File: src/rtl/cpu_timer_regs.sv
// cpu_timer_regs: CPU-mapped down-counting timer with prescaler, sticky status and IRQ.
// Define TIMER_CAPTURE_EN to add the synchronized capture input and CAPTURE register.
module cpu_timer_regs #(
   parameter int unsigned BaseAddress   = 32'h9200,
   parameter int unsigned address_width = 16,
   parameter int unsigned data_width    = 32
) (
   input  logic                     clk_i,
   input  logic                     reset_i,
   input  logic [address_width-1:0] address_i,
   input  logic [data_width-1:0]    data_i,
   input  logic                     we_i,
   output logic [data_width-1:0]    data_o,
   output logic                     irq_o,
   input  logic                     capture_i
);

   localparam int unsigned RegW = 32;
   localparam int unsigned PreW = 16;
`ifdef TIMER_CAPTURE_EN
   localparam int unsigned WindowBytes = 24;
   localparam logic [2:0]  SelCapture  = 3'd5;
`else
   localparam int unsigned WindowBytes = 20;
`endif
   localparam logic [2:0]  SelCtrl     = 3'd0;
   localparam logic [2:0]  SelLoad     = 3'd1;
   localparam logic [2:0]  SelCount    = 3'd2;
   localparam logic [2:0]  SelStatus   = 3'd3;
   localparam logic [2:0]  SelPrescale = 3'd4;

   logic                     en_q, autoreload_q, irqen_q;
   logic [RegW-1:0]          load_q, count_q;
   logic                     expired_q, captured_q;
   logic [PreW-1:0]          prescale_q, presc_cnt_q;

   logic [address_width-1:0] offset;
   logic                     in_window;
   logic [2:0]               sel;
   logic [RegW-1:0]          wdata;
   logic                     wr_ctrl, wr_load, wr_status, wr_prescale;
   logic                     tick, expire, en_rise, cap_event;
   logic [RegW-1:0]          rd_data;

   // Address decode relative to the window base; addresses below base wrap out of range
   assign offset      = address_i - address_width'(BaseAddress);
   assign in_window   = offset < address_width'(WindowBytes);
   assign sel         = offset[4:2];
   assign wdata       = RegW'(data_i);

   assign wr_ctrl     = we_i & in_window & (sel == SelCtrl);
   assign wr_load     = we_i & in_window & (sel == SelLoad);
   assign wr_status   = we_i & in_window & (sel == SelStatus);
   assign wr_prescale = we_i & in_window & (sel == SelPrescale);

   // Tick once the prescaler reaches its limit; >= keeps it safe if PRESCALE shrinks mid-run
   assign tick        = en_q & (presc_cnt_q >= prescale_q);
   assign expire      = tick & (count_q == '0);
   assign en_rise     = wr_ctrl & wdata[0] & ~en_q;

`ifdef TIMER_CAPTURE_EN
   logic [2:0]      cap_sync_q;
   logic [RegW-1:0] capture_q;

   // Two synchronizer flops plus one history flop for rising-edge detection
   assign cap_event = cap_sync_q[1] & ~cap_sync_q[2];

   always_ff @(posedge clk_i) begin
      if (reset_i) begin
         cap_sync_q <= '0;
         capture_q  <= '0;
      end else begin
         cap_sync_q <= {cap_sync_q[1:0], capture_i};
         if (cap_event) capture_q <= count_q;
      end
   end
`else
   logic unused_capture;
   assign unused_capture = capture_i;
   assign cap_event      = 1'b0;
`endif

   always_comb begin
      rd_data = '0;
      case (sel)
         SelCtrl:     rd_data = RegW'({irqen_q, autoreload_q, en_q});
         SelLoad:     rd_data = load_q;
         SelCount:    rd_data = count_q;
         SelStatus:   rd_data = RegW'({captured_q, expired_q});
         SelPrescale: rd_data = RegW'(prescale_q);
`ifdef TIMER_CAPTURE_EN
         SelCapture:  rd_data = capture_q;
`endif
         default:     rd_data = '0;
      endcase
   end

   always_ff @(posedge clk_i) begin
      if (reset_i) begin
         en_q         <= 1'b0;
         autoreload_q <= 1'b0;
         irqen_q      <= 1'b0;
         load_q       <= '0;
         count_q      <= '0;
         expired_q    <= 1'b0;
         captured_q   <= 1'b0;
         prescale_q   <= '0;
         presc_cnt_q  <= '0;
         irq_o        <= 1'b0;
         data_o       <= '0;
      end else begin
         if (wr_ctrl) begin
            en_q         <= wdata[0];
            autoreload_q <= wdata[1];
            irqen_q      <= wdata[2];
         end
         // One-shot expiry stops the timer regardless of a concurrent CTRL write
         if (expire && !autoreload_q) en_q <= 1'b0;

         if (wr_load)     load_q     <= wdata;
         if (wr_prescale) prescale_q <= wdata[PreW-1:0];

         if (en_rise) begin
            presc_cnt_q <= '0;
            count_q     <= load_q;
         end else if (tick) begin
            presc_cnt_q <= '0;
            if (count_q != '0)     count_q <= count_q - RegW'(1);
            else if (autoreload_q) count_q <= load_q;
         end else if (en_q) begin
            presc_cnt_q <= presc_cnt_q + PreW'(1);
         end

         // Set events beat a simultaneous write-1-to-clear
         expired_q  <= (expired_q  & ~(wr_status & wdata[0])) | expire;
         captured_q <= (captured_q & ~(wr_status & wdata[1])) | cap_event;

         irq_o  <= irqen_q & (expired_q | captured_q);
         data_o <= in_window ? data_width'(rd_data) : '0;
      end
   end

endmodule
File: config.mk
export PLATFORM = sky130hd
export DESIGN_NAME = cpu_timer_regs
export DESIGN_NICKNAME = d
export VERILOG_FILES = /design/src/rtl/cpu_timer_regs.sv
export SDC_FILE = /design/constraint.sdc
export NUM_CORES = 1
export LEC_CHECK = 0
export ABC_AREA = 1
export BUFFER_PORTS_ARGS = -buffer_cell sky130_fd_sc_hd__buf_2
export CORE_MARGIN = 4
export CORE_UTILIZATION = 45
export DETAILED_ROUTE_END_ITERATION = 10
export HOLD_SLACK_MARGIN = 0.12
export PLACE_DENSITY_LB_ADDON = 0.05
export SETUP_SLACK_MARGIN = 0.4
export SLEW_MARGIN = 20
export SYNTH_ARGS = -nofsm -noshare
export SYNTH_HDL_FRONTEND = slang
export SYNTH_SLANG_ARGS = --single-unit
export TNS_END_PERCENT = 50
File: constraint.sdc
create_clock -name clk_i -period 1.87 [get_ports clk_i]
set_input_delay 0.187 -clock clk_i [delete_from_list [all_inputs] [get_ports clk_i]]
set_output_delay 0.187 -clock clk_i [all_outputs]
set_load 0.05 [all_outputs]
==> Flow_metrics.wiki <==
{| class="wikitable"
! Metric !! Value
|-
| Largest net degree at the start of global routing || 37
|-
| Post-synthesis cell type count || 35
|-
| Max-slew violations || 0
|-
| Kind of launch point of the worst setup path || flip-flop
|-
| Kind of path behind the tightest hold check || input pin to flip-flop
|-
| Count of state elements after synthesis || 134
|-
| Number of buffers created by CTS || 17
|-
| Yosys synthesis warning count || 0
|-
| Final worst hold slack || 0.211 ns
|-
| Logic pwr share || 0.041
|-
| Global-route wire length before repair || ~38000 µm
|-
| Top-Level Pins || 85
|-
| Vias per cell || 5.10
|-
| Crit path DAT || roughly 2.3 ns
|-
| Data required, critical path || 2.19 ns
|-
| Synth Net Count || 1266
|-
| HPWL after DPL || 16200 µm
|-
| Clock Tree Root || sky130_fd_sc_hd__clkbuf_16
|-
| Cell with the largest stage delay on the worst path || sky130_fd_sc_hd__dfxtp_2
|-
| Leakage Power || roughly 5.0 nW
|-
| Net switching fraction of the power || 0.219
|-
| Fill cells || roughly 1600
|-
| Routed wirelength normalized by instance count || 14.7 µm
|-
| Gr usage total || 0.253
|-
| Path type of the worst setup path || flip-flop to flip-flop
|-
| Internal || 5.35 mW
|-
| Horiz. Die Dim || 138 µm
|-
| Routed WL || 23800 µm
|-
| Maximum fanout encountered on the critical timing path || 7
|-
| Tightest slew margin relative to the limit || 0.670
|-
| Setup slack of the critical path after layout || -0.146 ns
|-
| Total setup violations reported at the end of the flow || 34
|-
| Initial antenna violation count || 0
|-
| Number of placement rows || 47
|-
| Max VDD drop || 0.594 mV
|-
| Switching power || between 1.5 and 2 mW
|-
| Worst Reg-to-Reg Cells || 12
|-
| P&R area growth vs syn || 36.0%
|-
| Sequential element share of the synthesized area || 0.353
|-
| Number of remaining DRC errors || 0
|-
| Dominant cell type by count on the critical path || sky130_fd_sc_hd__nand2_4
|-
| Worst-Skew Late Latency || 0.42 ns
|-
| Capturing element type of the critical path || flip-flop
|-
| CP Cell Sequence || inv_2, ha_4, nand4_1, nor3_4, nand3_2, nand3_4, nand2_4, nand2_4, nand2_8, clkbuf_16, nor2_2, nor2_1
|-
| Ratio of total power to cell area || ~660 nW/µm²
|-
| Detailed-router iteration count before antenna repair || 5
|-
| Delay contributed by the slowest stage of the critical path || between 0.3 and 0.4 ns
|-
| Number of nets with antenna violations after routing || 0
|-
| Avg Inst Size Synth || 6.36 µm²
|-
| Post-route minimum period || 2.02 ns
|-
| CTS tree || done
|-
| Share of layout cells above drive strength 1 || 0.241
|-
| Height of the die || 138 µm
|-
| Overflow left after global routing || 0
|-
| Max-cap violation count || 0
|-
| # nets final || between 1000 and 1500
|-
| RSZ-0062 raised after global routing || yes
|-
| Failing checks || setup timing
|-
| Proportion of power drawn by the clock network || 0.542
|-
| Final Core Density || 0.623
|-
| Std-Cell Core Area || approximately 17000 µm²
|-
| Routability congestion estimate from global placement || 0.891
|-
| Total vias in the final route || 8258
|-
| Via count of the first global-routing pass || 7639
|-
| Transition at the pin with the smallest max-transition slack || just under 0.5 ns
|-
| Effective utilization at floorplan || 0.458
|-
| Input/output buffers || 81
|-
| Depth of the worst hold-timing path || 5
|-
| Maximum achievable frequency || ~0.5 GHz
|-
| Clock slew at reported path FFs || 0.06 ns
|-
| Worst-case clock buffer depth || 2
|-
| Hold Violations, Final || 0
|-
| Power share of the sequential group || 0.417
|-
| Worst-case register-to-register setup slack || -0.15 ns
|-
| Detailed Route Iter0 Violations || 434
|-
| Post-Syn Instances || 1194
|-
| Count of inserted antenna diode cells || 0
|-
| Floorplan die area || 19000 µm²
|-
| # clock sinks || 134
|-
| Number of levels the H-tree was split into || 4
|-
| Part of the cycle the worst path needs || 1.08
|-
| Post-Route Skew || 0.00699 ns
|-
| Syn Std Cell Area || 7600 µm²
|-
| Status || finished with violations
|}
## sequential cells by signal, summed over array words and instances (netlist names)
register / flops
autoreload_q: 1
data_o: 32
irqen_q: 1
prescale_q: 16
irq_o: 1
en_q: 1
presc_cnt_q: 16
captured_q: 1
load_q: 32
expired_q: 1
count_q: 32
## cells by family after synthesis
logic type,share of synthesized area
AO/OA/AOI/OAI,0.0944
XOR/XNOR,0.0173
adder cells (fa/ha/maj),0.0329
buffers and inverters,0.0827
flip-flops,0.353
AND/OR/NAND/NOR,0.420
## layout make-up
cell class              count  area [µm²]  share of cell area
repair buffers            233        1800               0.174
well taps                 220         275              0.0267
inverters                  81         317              0.0306
clock buffers              19         433              0.0419
multi-input cells         920        4610               0.446
flip-flops and latches    134        2700               0.261
clock inverters            12         203              0.0196
## Yosys cell counts (all sizes together)
library cell,n,area share
a31oi,14,0.012
xor2,12,0.014
nor3,16,0.014
o21ai,66,0.043
xnor2,3,0.0035
nand3,63,0.043
ha,20,0.033
inv,81,0.040
a21oi,51,0.034
or2,1,0.00082
clkbuf,30,0.015
nand2,386,0.19
o211a,1,0.0013
nand4,46,0.042
nor2,231,0.12
nor3b,2,0.0020
and2,1,0.00082
and3,3,0.0025
dfxtp,134,0.35
a221oi,2,0.0023
o21a,1,0.00099
buf,29,0.028
a41oi,1,0.0012
## routing by layer
| layer | track usage | routed length [µm] |
|---|---|---|
| met5 | 0 | 0 |
| met4 | 0.0724 | 345 |
| met3 | 0.0381 | 1280 |
| met2 | 0.416 | 11000 |
| met1 | 0.346 | 11200 |
## critical path: cells and delay by family, from the launching register on
family,cells,cell delay [ns]
buffers and inverters,2,0.24
flip-flops,1,0.34
adder cells (fa/ha/maj),1,0.26
AND/OR/NAND/NOR,9,1.07
## through the flow
stage / power (mW) / instance area, µm² / setup WS [ns] / TNS, ns / std cells
4_1_cts: 6.87 / 10100 / -0.0894 / -2.24 / 1617
2_1_floorplan: 3.02 / 7710 / 0.163 / 0 / 1194
3_3_place_gp: 3.14 / 9050 / -0.126 / -3.36 / 1551
6_report: 6.85 / 10300 / -0.146 / -3.67 / 1619
3_5_place_dp: 3.14 / 9050 / -0.186 / -5.19 / 1551
5_1_grt: 7.00 / 10300 / -0.245 / -8.65 / 1619
## power by group through the flow
stage | logic (mW) | clock network (mW) | registers [mW]
2_1_floorplan | 0.104 | 0 | 2.92
3_3_place_gp | 0.221 | 0 | 2.92
3_5_place_dp | 0.222 | 0 | 2.92
4_1_cts | 0.275 | 3.74 | 2.85
5_1_grt | 0.306 | 3.84 | 2.85
6_report | 0.278 | 3.71 | 2.85
## path summary, 6_finish.rpt
path                           endpoint                   startpoint
max            count_q[22]$_SDFFE_PP0P_  prescale_q[10]$_SDFFE_PP0P_
min          prescale_q[0]$_SDFFE_PP0P_                 address_i[4]
max reg2reg    count_q[22]$_SDFFE_PP0P_  prescale_q[10]$_SDFFE_PP0P_
min reg2reg  prescale_q[7]$_SDFFE_PP0P_   prescale_q[7]$_SDFFE_PP0P_
## placed cells by master, fill, tap and decap left out, drive strengths merged, types with 5 or more instances in the layout
cell         synthesis  layout
nand4               46      46
nand3               63      63
buf                 29     200
nor2               231     231
o21ai               66      66
xor2                12      12
nor3                16      16
a21oi               51      51
clkinv               0       5
ha                  20      20
dfxtp              134     134
dlygate4sd3          0      32
a31oi               14      14
inv                 81      82
bufinv               0       5
nand2              386     386
clkbuf              30      20
## timing repair
| item | in CTS | in global routing |
|---|---|---|
| setup buffers | 2 | 1 |
| hold endpoints to repair | 51 | 0 |
| pin swaps | 21 | 12 |
| hold buffers | 32 | 0 |
| gates cloned | 1 | 1 |
| setup endpoints to repair | 50 | 79 |
| gates resized for setup | 27 | 49 |
Note: power is estimated with default switching activity, not from simulation.
